$ cat config.mk
export PLATFORM = sky130hd
export DESIGN_NAME = instr_prefetch
export DESIGN_NICKNAME = d
export VERILOG_FILES = /design/src/rtl/instr_prefetch.sv
export SDC_FILE = /design/constraint.sdc
export NUM_CORES = 1
export LEC_CHECK = 0
export ABC_AREA = 0
export BUFFER_PORTS_ARGS = -buffer_cell sky130_fd_sc_hd__buf_2
export CAP_MARGIN = 15
export CELL_PAD_IN_SITES_DETAIL_PLACEMENT = 1
export CELL_PAD_IN_SITES_GLOBAL_PLACEMENT = 1
export CORE_MARGIN = 3
export CORE_UTILIZATION = 48
export DETAILED_ROUTE_END_ITERATION = 7
export PLACE_DENSITY_LB_ADDON = 0.1
export SYNTH_ARGS = -nofsm -noshare
export SYNTH_HDL_FRONTEND = slang
export SYNTH_SLANG_ARGS = --single-unit
$ cat constraint.sdc
create_clock -name clk -period 6.7 [get_ports clk]
set_clock_uncertainty 0.15 [all_clocks]
set_input_delay 1.34 -clock clk [delete_from_list [all_inputs] [get_ports clk]]
set_output_delay 1.34 -clock clk [all_outputs]
set_load 0.005 [all_outputs]
$ cat src/rtl/instr_prefetch.sv
// Instruction prefetch queue feeding RI.
// Fetches sequential words into a small FIFO and presents a registered head.
module instr_prefetch #(
   parameter int word_width = 16,
   parameter int addr_width = 16,
   parameter int depth = 4,
   parameter logic [addr_width-1:0] reset_vector = '0
) (
   input  logic                    clk,
   input  logic                    rst,
   input  logic                    en,
   input  logic                    flush,
   input  logic [addr_width-1:0]   flush_addr,
   output logic                    mem_req,
   output logic [addr_width-1:0]   mem_addr,
   input  logic                    mem_ack,
   input  logic [word_width-1:0]   mem_rdata,
   output logic                    ri_valid,
   output logic [word_width-1:0]   ri_out,
   output logic [addr_width-1:0]   ri_pc,
   input  logic                    ri_pop,
   output logic [$clog2(depth):0]  level
);

   localparam int pw = $clog2(depth);
   localparam int lw = pw + 1;
   localparam logic [lw-1:0] lvl_full = lw'(depth);
   localparam logic [lw-1:0] lvl_last = lw'(depth - 1);

   typedef enum logic [1:0] {
      S_RESET,
      S_RUN,
      S_FULL
   } state_t;

   state_t state;
   state_t state_next;

   logic [word_width-1:0] ram_data [depth];
   logic [addr_width-1:0] ram_pc [depth];

   logic [pw-1:0]         wr_ptr;
   logic [pw-1:0]         rd_ptr;
   logic [pw-1:0]         rd_ptr_next;
   logic [addr_width-1:0] fetch_pc;
   logic [lw-1:0]         level_next;
   logic                  push;
   logic                  pop;
   logic                  bypass;
   logic [word_width-1:0] hd_data;
   logic [addr_width-1:0] hd_pc;

   assign mem_addr = fetch_pc;

   always_ff @(posedge clk or negedge rst) begin
      if (!rst) begin
         state <= S_RESET;
      end else begin
         state <= state_next;
      end
   end

   always_comb begin
      state_next = state;
      mem_req    = 1'b0;
      push       = 1'b0;
      pop        = 1'b0;
      mem_req = (state == S_RUN) && en && !flush
                && (level != lvl_full);
      push = mem_req && mem_ack;
      pop  = ri_pop && ri_valid && !flush;
      case (state)
         S_RESET: state_next = S_RUN;
         S_RUN: begin
            if (!flush && push && !pop && level == lvl_last)
               state_next = S_FULL;
         end
         S_FULL: begin
            if (flush || pop)
               state_next = S_RUN;
         end
         default: state_next = S_RESET;
      endcase
   end

   always_comb begin
      level_next = level;
      if (push && !pop)
         level_next = level + lw'(1);
      else if (!push && pop)
         level_next = level - lw'(1);
   end

   // Head forwarding: the entry becoming head may be written this very edge.
   always_comb begin
      rd_ptr_next = pop ? rd_ptr + pw'(1) : rd_ptr;
      bypass      = push && (wr_ptr == rd_ptr_next);
      hd_data     = bypass ? mem_rdata : ram_data[rd_ptr_next];
      hd_pc       = bypass ? fetch_pc : ram_pc[rd_ptr_next];
   end

   always_ff @(posedge clk) begin
      if (push) begin
         ram_data[wr_ptr] <= mem_rdata;
         ram_pc[wr_ptr]   <= fetch_pc;
      end
   end

   always_ff @(posedge clk or negedge rst) begin
      if (!rst) begin
         wr_ptr   <= '0;
         rd_ptr   <= '0;
         level    <= '0;
         fetch_pc <= reset_vector;
         ri_valid <= 1'b0;
         ri_out   <= '0;
         ri_pc    <= '0;
      end else if (flush) begin
         wr_ptr   <= '0;
         rd_ptr   <= '0;
         level    <= '0;
         fetch_pc <= flush_addr;
         ri_valid <= 1'b0;
      end else begin
         if (push) begin
            wr_ptr   <= wr_ptr + pw'(1);
            fetch_pc <= fetch_pc + addr_width'(1);
         end
         rd_ptr   <= rd_ptr_next;
         level    <= level_next;
         ri_valid <= (level_next != '0);
         if (level_next != '0) begin
            ri_out <= hd_data;
            ri_pc  <= hd_pc;
         end
      end
   end

endmodule

==> results_dict.tcl <==
set metrics [dict create \
    grt_usage_pct 23.5 \
    worst_pin_slew_ns 1.13 \
    antenna_found_initial 0 \
    worstSkewPairLatency_ns 0.44 \
    dieWidth_um 142 \
    grt_max_degree 70 \
    holdCritPathClass "flop to flop" \
    clk_pin_slew_ns 0.07 \
    cts.sinks 186 \
    synth.distinct_cells 45 \
    die-area_um2 20200 \
    avgRoutedWirePerCell_um 24.2 \
    viasPerCell 6.41 \
    initialDrtViolationCount 362 \
    synthTopCellsByArea "edfxtp_1 43%, dfrtp_1 16%, mux2_2 12%, o221ai_1 6.1%, a22oi_1 2.8%" \
    critPathArrivalTime_ns 4.56 \
    post_synth.cell_area_avg_um2 13.4 \
    slowest_delay_ns 0.86 \
    post_dp_cell_area_um2 9460 \
    synth_edf_count 128 \
    row_count 49 \
    cp_max_fo 33 \
    ys_seq_area_share_pct 59.5 \
    yosys_warnings 0 \
    ant_nets 0 \
    dp.final_hpwl_mm 13.6 \
    cts_tree "done" \
    clock_path_buffers 2 \
    slowest_stage "o21a_2" \
    grt.overflow.total 0 \
    route.detailed.drc 0 \
    ys_ff_latch 186 \
    peakVddDrop_mv 0.203 \
    postCtsSetupBuffers 0 \
    fin_hold_ws_ns 0.347 \
    synthArstFlopShare_pct 31.2 \
    setup_ws_ns 2.30 \
    hold_viol 0 \
    area_growth_pct 13.0 \
    post-place-ws_ns 1.83 \
    outcome "finished, final reports clean" \
    netlist_instances 666 \
    start_util_pct 49.2 \
    root_buffer "clkbuf_16" \
    grt_pass1_vias 6549 \
    leakagePower_nw 3.71 \
    crit_type "primary input to flop" \
    finalNetCount 775 \
    htreeDepth 4 \
    regArea_um2 5300 \
    multi_input_area_um2 3280 \
    syn_nets 713 \
    rsz0062_at_grt "no" \
    worstPathCellList "buf_2 > and4bb_1 > nand3_1 > maj3_1 > o211ai_2 > o21a_2 > mux2_2" \
    vias 6218 \
    drt_wl_total_mm 23.4 \
    synth_top_area_cell "edfxtp_1" \
    postLayoutCellArea_um2 10100 \
    min_period_ns 4.40 \
    final.fill_count 1794 \
    fmax_mhz 227 \
    core_um2 18100 \
    grt_pass1_wl_mm 36.6 \
    finalSetupViolations 0 \
    postCtsHoldBufs 0 \
    first_pass_iters 4 \
    maxSlewViolCount 0 \
    drive_gt1_share_pct 32.4 \
    end_kind "flop" \
    gp_congestion 0.802 \
    die_h_um 142 \
    power.density_nw_per_um2 353 \
    dp.cells 938 \
    ioPinCount 91 \
    syn_area_um2 8900 \
    slew_headroom_pct 24.6 \
    cts_resized 0 \
    port-buffer-count 90 \
    drv_cap 0 \
    fin_tns_setup_ns 0 \
    critical_path.startpoint_type "primary input" \
    synth_top_area_share_pct 43.2 \
    fin_crit_sh_pct 65.7 \
    ys.flop_type "edfxtp_1" \
    diodes 0 \
    numCtsBuffers 17 \
    crit_required_ns 6.86 \
    stdcell_count 970 \
]
[final cells by class]
cell class / instances / area share (%)
timing repair buffer: 104 / 5.52
inverter: 12 / 0.448
clock inverter: 14 / 1.50
tap: 229 / 2.85
clock buffer: 18 / 4.48
multi-input combinational: 407 / 32.6
sequential: 186 / 52.6
[routing by layer]
metal	vias to the layer above	share of wire (%)	global-route usage (%)
met2	161	51	41.3
met1	3226	44	29.6
met5	-	0	0
met3	31	3.4	4.23
met4	0	1.4	7.07
li1	2800	-	-
[path summary, 6_finish.rpt]
kind / from / endpoint / slack, ns / cells past startpoint
max: flush / ri_out[4] / 2.30 / 7
min: state[1] / state[0] / 0.35 / 1
max reg2reg: level[0] / ri_out[4] / 2.95 / 8
min reg2reg: state[1] / state[0] / 0.35 / 1
max in group asynchronous: rst / rd_ptr[0] / 4.88 / 2
min in group asynchronous: rst / level[0] / 0.92 / 2
[state kept, by name, indices dropped and copies added (netlist names)]
signal / flops
ram_data: 64
ram_pc: 64
mem_addr: 16
ri_out: 16
ri_pc: 16
level: 3
rd_ptr: 2
state: 2
wr_ptr: 2
ri_valid: 1
[cell usage after synthesis (3+ instances only)]
cell and number:
nor3_1 3, a32oi_1 3, buf_1 10, and3_1 7
o311ai_0 5, ha_1 9, o31ai_1 33, buf_2 9
dfrtp_1 58, and2_1 6, mux2_2 96, o221ai_1 62
clkbuf_1 34, a31oi_1 6, edfxtp_1 128, nand3_1 12
nor2_1 17, inv_1 11, a22oi_1 33, a21oi_1 5
buf_6 7, o21ai_0 16, xnor2_1 7, or3_1 32
a221o_1 6, nand2_1 28
[layout by cell type, fill, tap and decap left out, types with 3 or more instances in the layout]
cell / instances
inv_8: 3
buf_2: 90
inv_6: 4
o311ai_0: 5
dfrtp_1: 56
or3_1: 32
a22oi_1: 33
a221o_1: 6
and3_1: 7
nor3_1: 3
nand3_1: 12
edfxtp_1: 128
buf_4: 14
ha_1: 9
a32oi_1: 3
inv_1: 11
nor2_1: 17
a21oi_1: 5
clkbuf_16: 18
o31ai_1: 33
and2_1: 6
a31oi_1: 6
mux2_2: 96
nand2_1: 28
o21ai_0: 16
clkinv_4: 3
xnor2_1: 7
o221ai_1: 62
[kinds of logic (layout without fill, tap and decap cells)]
| group | count (synthesis) | in the layout | synth area share (%) |
|---|---|---|---|
| flops | 186 | 186 | 59.5 |
| simple gates | 115 | 115 | 6.77 |
| fa+ha+maj | 10 | 10 | 1.38 |
| compound gates | 178 | 178 | 15.6 |
| xor+xnor | 8 | 8 | 0.787 |
| buf+inv | 73 | 148 | 3.84 |
| mux | 96 | 96 | 12.1 |
[worst max-delay path: cells and delay by family]
kind,cells,cell delay (ns)
buffers and inverters,1,0.27
adder cells (fa/ha/maj),1,0.57
AND/OR/NAND/NOR,2,0.88
AO/OA/AOI/OAI,2,1.04
multiplexers,1,0.42
[metrics by stage]
stage	util [%]	total power, W
2_1_floorplan	-	0.00222
3_3_place_gp	52.3	0.00249
3_5_place_dp	52.3	0.00255
4_1_cts	55.6	0.00358
5_1_grt	55.6	0.00373
6_report	55.6	0.00355
[power by group]
group	total, W	internal [W]	switching (W)
registers	0.00153	0.00139	0.000140
logic	0.000991	0.000489	0.000503
clock network	0.00103	0.000551	0.000478
total	0.00355	0.00243	0.00112
Note: power is estimated with default switching activity, not from simulation.
